`config.mk`:
```
export PLATFORM = sky130hd
export DESIGN_NAME = ultrasonic_sensor
export DESIGN_NICKNAME = d
export VERILOG_FILES = /design/src/rtl/ultrasonic_sensor.sv
export SDC_FILE = /design/constraint.sdc
export NUM_CORES = 1
export LEC_CHECK = 0
export ABC_AREA = 1
export CORE_AREA = 5 5 96 98
export DETAILED_ROUTE_END_ITERATION = 10
export DIE_AREA = 0 0 101 103
export PLACE_DENSITY = 0.6
export SYNTH_ARGS = -nofsm -noshare
export SYNTH_HDL_FRONTEND = slang
export SYNTH_SLANG_ARGS = --single-unit
```
`constraint.sdc`:
```
create_clock -name clk -period 5.33 [get_ports clk]
set_clock_uncertainty 0.15 [all_clocks]
set_input_delay 1.3325 -clock clk [delete_from_list [all_inputs] [get_ports clk]]
set_output_delay 1.3325 -clock clk [all_outputs]
set_load 0.05 [all_outputs]
```
`src/rtl/ultrasonic_sensor.sv`:
```
// HC-SR04-class ranging controller: periodic trigger pulse, echo width
// measured in 1 us ticks and converted to centimetres by repeated counting.
module ultrasonic_sensor #(
    parameter int CLK_HZ     = 100_000_000,
    parameter int TRIG_US    = 10,
    parameter int US_PER_CM  = 58,
    parameter int TIMEOUT_US = 38000,
    parameter int CYCLE_US   = 60000
) (
    input  logic       clk,
    input  logic       reset,
    input  logic       echo,
    output logic       trigger,
    output logic [8:0] distance
);

    localparam int DIV  = CLK_HZ / 1_000_000;
    localparam int PW   = (DIV > 1) ? $clog2(DIV) : 1;
    localparam int TMAX = (TIMEOUT_US > TRIG_US) ? TIMEOUT_US : TRIG_US;
    localparam int TW   = $clog2(TMAX + 1);
    localparam int CW   = $clog2(CYCLE_US + 1);
    localparam int SW   = (US_PER_CM > 1) ? $clog2(US_PER_CM) : 1;

    typedef enum logic [1:0] {
        S_IDLE,
        S_TRIG,
        S_WAIT_ECHO,
        S_MEASURE
    } state_t;

    state_t        state_q, state_d;
    logic [PW-1:0] pre_q, pre_d;
    logic [CW-1:0] cycle_q, cycle_d;
    logic [TW-1:0] timer_q, timer_d;
    logic [SW-1:0] sub_q, sub_d;
    logic [8:0]    cm_q, cm_d;
    logic [8:0]    dist_q, dist_d;
    logic          trig_q, trig_d;
    logic          start_q, start_d;
    logic [2:0]    sync_q, sync_d;

    logic          tick;
    logic          echo_rise;
    logic          echo_fall;
    logic [CW-1:0] cycle_inc;
    logic          sub_wrap;
    logic [8:0]    cm_inc;
    logic          trig_done;
    logic          timeout;

    assign tick      = (pre_q == PW'(DIV - 1));
    // sync_q[1] is the synchronized echo, sync_q[2] its previous value
    assign echo_rise = sync_q[1] & ~sync_q[2];
    assign echo_fall = ~sync_q[1] & sync_q[2];
    assign cycle_inc = (tick && cycle_q != CW'(CYCLE_US)) ? cycle_q + 1'b1 : cycle_q;
    assign sub_wrap  = tick && (sub_q == SW'(US_PER_CM - 1));
    assign cm_inc    = (sub_wrap && cm_q != 9'd511) ? cm_q + 1'b1 : cm_q;
    assign trig_done = tick && (timer_q == TW'(TRIG_US - 1));
    assign timeout   = tick && (timer_q == TW'(TIMEOUT_US - 1));

    always_comb begin
        state_d = state_q;
        pre_d   = tick ? '0 : pre_q + 1'b1;
        cycle_d = cycle_inc;
        timer_d = tick ? timer_q + 1'b1 : timer_q;
        sub_d   = sub_q;
        cm_d    = cm_q;
        dist_d  = dist_q;
        trig_d  = 1'b0;
        start_d = start_q;
        sync_d  = {sync_q[1:0], echo};

        unique case (state_q)
            S_IDLE: begin
                timer_d = '0;
                if (start_q || cycle_inc == CW'(CYCLE_US)) begin
                    // Realign the prescaler so the pulse is an exact number of ticks
                    state_d = S_TRIG;
                    trig_d  = 1'b1;
                    start_d = 1'b0;
                    cycle_d = '0;
                    pre_d   = '0;
                end
            end
            S_TRIG: begin
                trig_d = 1'b1;
                if (trig_done) begin
                    state_d = S_WAIT_ECHO;
                    trig_d  = 1'b0;
                    timer_d = '0;
                end
            end
            S_WAIT_ECHO: begin
                if (echo_rise) begin
                    state_d = S_MEASURE;
                    sub_d   = '0;
                    cm_d    = '0;
                    timer_d = '0;
                    pre_d   = '0;
                end else if (timeout) begin
                    state_d = S_IDLE;
                    timer_d = '0;
                end
            end
            S_MEASURE: begin
                if (tick) begin
                    sub_d = sub_wrap ? '0 : sub_q + 1'b1;
                    cm_d  = cm_inc;
                end
                // A tick landing on the fall cycle still counts toward the result
                if (echo_fall) begin
                    dist_d  = cm_inc;
                    state_d = S_IDLE;
                    timer_d = '0;
                end else if (timeout) begin
                    dist_d  = 9'd511;
                    state_d = S_IDLE;
                    timer_d = '0;
                end
            end
            default: state_d = S_IDLE;
        endcase
    end

    always_ff @(posedge clk) begin
        if (!reset) begin
            state_q <= S_IDLE;
            pre_q   <= '0;
            cycle_q <= '0;
            timer_q <= '0;
            sub_q   <= '0;
            cm_q    <= '0;
            dist_q  <= '0;
            trig_q  <= 1'b0;
            start_q <= 1'b1;
            sync_q  <= '0;
        end else begin
            state_q <= state_d;
            pre_q   <= pre_d;
            cycle_q <= cycle_d;
            timer_q <= timer_d;
            sub_q   <= sub_d;
            cm_q    <= cm_d;
            dist_q  <= dist_d;
            trig_q  <= trig_d;
            start_q <= start_d;
            sync_q  <= sync_d;
        end
    end

    assign trigger  = trig_q;
    assign distance = dist_q;

endmodule

```
# Word level (Yosys, flattened, before mapping)
# Cells that the tools add are included.
# op_classes
n_bitwise,4
eq_ne,14
n_mux,32
n_reduce_logical,13
add_sub_neg,5
# ops
operator,count
$mux 16,8
$pmux 16 s4,1
$mux 9,5
$add 16x1->16 const B,2
$eq 16x16->1 const B,2
$mux 7,3
$mux 6,3
$pmux 9 s2,1
$eq 16x4->1 const B,1
$ne 16x16->1 const B,1
$pmux 7 s2,1
$pmux 6 s2,1
$mux 2,5
$add 9x1->9 const B,1
$ne 9x9->1 const B,1
$ne 2x2->1 const B,4
$pmux 2 s4,1
$add 7x1->7 const B,1
$eq 7x7->1 const B,1
$add 6x1->6 const B,1
$eq 6x6->1 const B,1
$reduce_and 2->1,3
$logic_and 1x1->1,5
$eq 2x2->1 const B,2
9 further kinds,13
# word_totals
word_cells,78
reg_bits,70
in_bits,3

# Depth between registers and ports, before layout
# Gate-level depths: netlist (run 1).
# logic_depth
ltp_word,7
ltp_mapped,20
depth_no_buf,19

# Least setup slack after synthesis (run 1)
# OpenSTA, ideal clock, no wires.
# synth_path
kind,input -> register
from,input reset
to,register timer_q[14]
n_path_buf,2
setup_slack_ns,3.043
t_arrival_ns,2.073
path_stages,6
setup_time_ns,0.064
cell_sequence,buf_2 > inv_1 > nor2_1 > o31ai_4 > buf_6 > nor2_1
# synth_lines
element,line,rtl
from (decl),11,"input logic reset,"
to (signal assigned),141,timer_q <= timer_d;
to (decl),34,"logic [TW-1:0] timer_q, timer_d;"

# Worst setup path in the final report (run 1)
# layout_path
from,"register dist_q[6], in the netlist distance[6]"
to,output distance[6]
# layout_lines
element,line,rtl
from (decl),37,"logic [8:0] dist_q, dist_d;"
from (signal assigned),144,dist_q <= dist_d;
to (decl),14,output logic [8:0] distance
# No word-level cell between the ends.

==> results of run 1 <==
## final timing paths
check                                start                     to  cells after the start
setup / recovery  distance[6]$_SDFFE_PN0P_            distance[6]                      1
hold / removal        sync_q[0]$_SDFF_PN0_   sync_q[1]$_SDFF_PN0_                      2
setup reg to reg       pre_q[0]$_SDFF_PN0_  sub_q[5]$_SDFFE_PN0P_                     11
hold reg to reg       sync_q[0]$_SDFF_PN0_   sync_q[1]$_SDFF_PN0_                      2
## routing by layer
metal / up-vias / global-route usage [%] / share of wire [%]
li1: 1757 / - / -
met1: 1441 / 20.38 / 48
met2: 38 / 27.24 / 47
met3: 7 / 3.315 / 3.2
met4: 0 / 7.873 / 1.7
met5: - / 0 / 0
## power groups by stage
stage	Clock [W]	Sequential, W	Combinational (W)
6_report	0.000438	0.000559	0.000152
4_1_cts	0.000458	0.000559	0.000155
2_1_floorplan	0	0.000583	0.000113
3_3_place_gp	0	0.000571	0.000153
3_5_place_dp	0	0.000571	0.000154
5_1_grt	0.000480	0.000563	0.000173
## sequential cells by signal (all words and copies together), names as in the netlist
register	count
state_q	2
pre_q	7
cycle_q	16
timer_q	16
cm_q	9
trigger	1
sync_q	3
sub_q	6
start_q	1
distance	9
## final cells by class
cell class / count / area, um^2
Clock buffer: 10 / 137.6
Clock inverter: 6 / 67.56
Fill cell: 856 / 4202
Inverter: 72 / 272.8
Multi-Input combinational cell: 403 / 2037
Sequential cell: 70 / 1401
Tap cell: 108 / 135.1
Timing Repair Buffer: 13 / 127.6
## worst min-delay path, stage by stage, from the launching register on
cell and delay (ns):
dfxtp_1 0.31, nand2_1 0.05, inv_1 0.03
## stage by stage
step | setup WS, ns | hold WS (ns) | cell area [um^2]
finish | 2.363 | 0.2819 | 4179
global route | 2.314 | 0.3164 | 4179
global placement | 2.277 | 0.2677 | 3974
detailed placement | 2.228 | 0.2692 | 3974
floorplan | 3.043 | 0.2405 | 3787
CTS | 2.332 | 0.2851 | 4179
## synthesized netlist by cell type
| cell | number | share of area (%) |
|---|---|---|
| nand2_1 | 152 | 15 |
| nor2_1 | 93 | 9.2 |
| inv_1 | 71 | 7.0 |
| dfxtp_1 | 70 | 37 |
| nand3_1 | 28 | 3.7 |
| xor2_1 | 27 | 6.2 |
| a21oi_1 | 19 | 2.5 |
| o21ai_0 | 14 | 1.9 |
| nand4_1 | 12 | 2.0 |
| ha_1 | 9 | 3.0 |
| nor3_1 | 9 | 1.2 |
| nor2_2 | 7 | 1.2 |
| buf_6 | 4 | 1.2 |
| nor4_1 | 4 | 0.66 |
| xnor2_1 | 4 | 0.92 |
| clkbuf_1 | 3 | 0.30 |
| nand2_4 | 3 | 0.89 |
| a31oi_1 | 2 | 0.33 |
| buf_4 | 2 | 0.40 |
| nand2_2 | 2 | 0.33 |
| nand3_2 | 2 | 0.53 |
| nand3b_1 | 2 | 0.40 |
| nor3b_1 | 2 | 0.40 |
| o21ai_1 | 2 | 0.26 |
| or2_2 | 2 | 0.33 |
| a211oi_1 | 1 | 0.20 |
| a211oi_2 | 1 | 0.33 |
| buf_2 | 1 | 0.13 |
| inv_4 | 1 | 0.17 |
| nor2_4 | 1 | 0.30 |
| nor2_8 | 1 | 0.53 |
| nor3_4 | 1 | 0.43 |
| o21a_1 | 1 | 0.20 |
| o221a_2 | 1 | 0.30 |
| o31ai_4 | 1 | 0.56 |
## logic make-up after synthesis
kind of cell               after synthesis  share of synthesized area [%]
AOI/OAI and AO/OA                       42                          6.541
xor gates and xnor gates                31                          7.169
adders and majority gates                9                          2.973
buffers and inverters                   82                          9.217
DFF                                     70                          37.00
and+or+nand+nor                        321                          37.10
## layout by cell type, fill, tap and decap left out, types with 9 or more instances in the layout
cell / count
nor2_1: 93
nand3_1: 28
nand2_1: 152
dfxtp_1: 70
clkdlybuf4s50_1: 12
nand4_1: 12
inv_1: 71
a21oi_1: 19
xor2_1: 27
ha_1: 9
o21ai_0: 14
nor3_1: 9
clkbuf_8: 10
==> flow_summary.toml, run 1 <==
[detailed_routing]
drt-pass1-iter-count = 4
drt-wirelength-per-cell_um = 11.16
drt.antenna.violating_nets = 0
drt_wl_total_mm = 7.610
via_per_inst = 4.755
via_count = 3243
drt_iter0_drc = 107
drc = 0

[synth]
synthesis.nets = 567
syn_area_um2 = 3787
seq_area_frac_synth_pct = 37.00
yosysWarnings = 0
syn-instance-count = 555
synth_seq_cells = 70
avgSynthCellArea_um2 = 6.824
synthDistinctLibCells = 35

[setup_path]
crit_buf_inv = 1
cp-start-kind = "flop"
crit_path_end_kind = "output port"
cp.required_ns = 3.85
slowest_delay_ns = 0.81
critPathArrivalTime_ns = 1.48
slowest_stage = "clkdlybuf4s50_1"
crit_type = "flop to output port"
reg2reg_slack_ns = 2.67
crit_family = "buffers and inverters"
path_cells = "clkdlybuf4s50_1"
cp_max_fo = 2

[clock_network]
clk_latency_ns = 0.34
cts-root-buf = "clkbuf_8"
clkSinkCount = 70
clock_path_buffers = 2
htree_levels = 3
clk_pin_slew_worst_paths_ns = 0.08
cts_resized = 0
cts_setup_buffers = 0
holdBufCountCts = 0
cts_tree = "done"
numCtsBuffers = 9

[floorplan]
start_util_pct = 45.19
die_w_um = 101
core_um2 = 8381
die-area_um2 = 10400
rows = 34
ios = 13
die_h_um = 103

[sta]
rsz0062_at_grt = "no"
setup_violations = 0
min_period_ns = 2.967
fmax_mhz = 337.1
tns_ns = 0
worst_slew_pin_slew_ns = 0.7988
slew_headroom_pct = 46.55
hold_violations = 0
slew_violations = 0
finalCritPeriodShare_pct = 55.66

[run_status]
status = "complete, no violations"

[cells_and_area]
finalNonFillerCells = 682
drive_above_1_share_pct = 6.969
antenna_cells = 0
area_delta_synth_final_pct = 10.34
final_util_pct = 49.87
nets = 581

[pwr]
p_total_w = 0.001149
pwr-share-comb_pct = 13.2
pwr-share-seq_pct = 48.7
powerDensity_nw_per_um2 = 274.9
p_sw_share_pct = 28.78
p_int_w = 0.0008181
leakagePower_nw = 1.662
clockPowerShare_pct = 38.1
p_sw_w = 0.0003307
peakVddDrop_uv = 150.7

[global_route]
grt_overflow = 0
grt_use_total_pct = 16.39
grt_start_max_net_pins = 20
grt_pass1_vias = 3191
antenna_found_initial = 0
grt_first_pass_wirelength_mm = 13.79

[place]
hpwl_mm = 5.563
gp_congestion = 0.8815
io_buffers = 12
place_inst = 666

[run]
cap_violations = 0

[hold_path]
hp-class = "flop to flop"
Note: power is estimated with default switching activity, not from simulation.
==> run 2, diff against run 1 <==
PLACE_DENSITY = 0.62   (was 0.6)
clock period = 2.4 ns   (was 5.33 ns; I/O delays follow)
==> flow_summary.toml, run 2 (synthesis results as in run 1) <==
[run_status]
status = "complete, no violations"

[global_route]
antenna_found_initial = 0
grt_start_max_net_pins = 19
grt_overflow = 0
grt_use_total_pct = 16.33
grt_first_pass_wirelength_mm = 13.74
grt_pass1_vias = 3125

[setup_path]
cp.required_ns = 2.49
crit_type = "flop to flop"
cp_max_fo = 6
rr_worst_depth = 18
critPathArrivalTime_ns = 2.39
cp-start-kind = "flop"
crit_path_end_kind = "flop"

[pwr]
p_sw_share_pct = 28.99
p_total_w = 0.002812
p_sw_w = 0.0008152
powerDensity_nw_per_um2 = 608.1
pwr-share-seq_pct = 44.6
clockPowerShare_pct = 38.6
peakVddDrop_uv = 339.3
pwr-share-comb_pct = 16.8
p_int_w = 0.001997
leakagePower_nw = 1.810

[sta]
hold_ws_ns = 0.2689
hold_violations = 0
fmax_mhz = 434.4
finalCritPeriodShare_pct = 95.92
setup_violations = 0
slew_headroom_pct = 62.67
slew_violations = 0
min_period_ns = 2.302
worst_slew_pin_slew_ns = 0.5579
setup_ws_ns = 0.09802

[cells_and_area]
finalNonFillerCells = 707
mostFrequentLayoutCells = "147 x nand2_1, 80 x nor2_1, 67 x inv_1"
nets = 606
fill_cells = 803
largestRegisters = "cycle_q x16, timer_q x16"
final_area_um2 = 4624
drive_above_1_share_pct = 17.36
final_common_cell = "nand2_1"
antenna_cells = 0
area_delta_synth_final_pct = 22.10

[floorplan]
die_h_um = 103
start_util_pct = 45.19
rows = 34
core_um2 = 8381
ios = 13
die-area_um2 = 10400
die_w_um = 101

[place]
pre_cts_ws_ns = 0.01153
place_inst = 680
dpl_cell_area_um2 = 4079
hpwl_mm = 5.767
gp_congestion = 0.8957
io_buffers = 12

[detailed_routing]
top_layer_used = "met4"
via_count = 3430
dr_wl_met2_mm = 4.042
met3_length_um = 286
drt-pass1-iter-count = 4
drt-wirelength-per-cell_um = 11.91
drt.antenna.violating_nets = 0
drc = 0
wl_met1_mm = 3.941
drt_wl_total_mm = 8.417
via_per_inst = 4.851
drt_iter0_drc = 123

[clock_network]
clk_pin_slew_worst_paths_ns = 0.08
holdBufCountCts = 0
clkSinkCount = 70
clock_path_buffers = 2
cts-root-buf = "clkbuf_8"
clk_latency_ns = 0.34
htree_levels = 3
cts_tree = "done"
numCtsBuffers = 9

[hold_path]
holdPathStages = 2
hp-class = "flop to flop"

[run]
cap_violations = 0
==> run 2: cell count changes in the layout (fill, tap and decap cells not counted), moves of 6 or more <==
cell and change:
buf_4 +18, nor2_1 -13, nor2_2 +10, dfxtp_1 -6
==> run 2: layout make-up <==
cell class / count / area (um^2) / share of cell area (%)
flip-flops and latches: 70 / 1411 / 30.52
clock inverters: 5 / 81.33 / 1.759
multi-input cells: 407 / 2265 / 48.97
well taps: 108 / 135.1 / 2.922
repair buffers: 34 / 305.3 / 6.602
inverters: 72 / 275.3 / 5.952
clock buffers: 11 / 151.4 / 3.274
==> run 2: final timing paths <==
| check | from | endpoint | slack, ns |
|---|---|---|---|
| setup / recovery | cycle_q[1]$_SDFF_PN0_ | pre_q[5]$_SDFF_PN0_ | 0.1 |
| hold / removal | sync_q[0]$_SDFF_PN0_ | sync_q[1]$_SDFF_PN0_ | 0.27 |
| setup reg to reg | cycle_q[1]$_SDFF_PN0_ | pre_q[5]$_SDFF_PN0_ | 0.1 |
| hold reg to reg | sync_q[0]$_SDFF_PN0_ | sync_q[1]$_SDFF_PN0_ | 0.27 |
==> run 2: power groups by stage <==
| stage | registers [W] | clock network [W] | logic, W |
|---|---|---|---|
| 2_1_floorplan | 0.00130 | 0 | 0.000250 |
| 3_3_place_gp | 0.00127 | 0 | 0.000343 |
| 3_5_place_dp | 0.00127 | 0 | 0.000349 |
| 4_1_cts | 0.00125 | 0.00112 | 0.000350 |
| 5_1_grt | 0.00126 | 0.00116 | 0.000517 |
| 6_report | 0.00125 | 0.00109 | 0.000473 |
==> run 2: layer usage <==
metal	GRT usage (%)	vias to the layer above
met2	27.80	48
met1	20.38	1547
met3	3.248	14
li1	-	1821
met4	6.442	0
met5	0	-
==> run 2: worst max-delay path: stages, from the launching register on <==
cell     delay [ns]
dfxtp_4        0.37
inv_4          0.06
ha_4           0.12
nand2_2        0.05
nor2_2         0.11
nand2_2        0.08
inv_2          0.07
nand2_4        0.09
buf_6          0.15
nand3_1        0.07
nand2_1        0.07
nor2_1         0.11
nand2_1        0.06
nor2_1         0.10
nand2_1        0.07
nand2_2        0.11
nand2_8        0.11
nand3_4        0.17
nor2_1         0.06
==> run 2: timing repair <==
| action | in CTS | in global routing |
|---|---|---|
| cloned | 0 | 4 |
| setup buffers | 0 | 7 |
| setup endpoints to repair | 18 | 41 |
| pin swaps | 0 | 24 |
| resized for setup | 1 | 56 |
==> run 2: through the flow <==
stage | TNS [ns] | util (%)
2_1_floorplan | 0 | -
3_3_place_gp | 0 | 48.67
3_5_place_dp | 0 | 48.67
4_1_cts | 0 | 51.51
5_1_grt | -1.107 | 55.18
6_report | 0 | 55.18
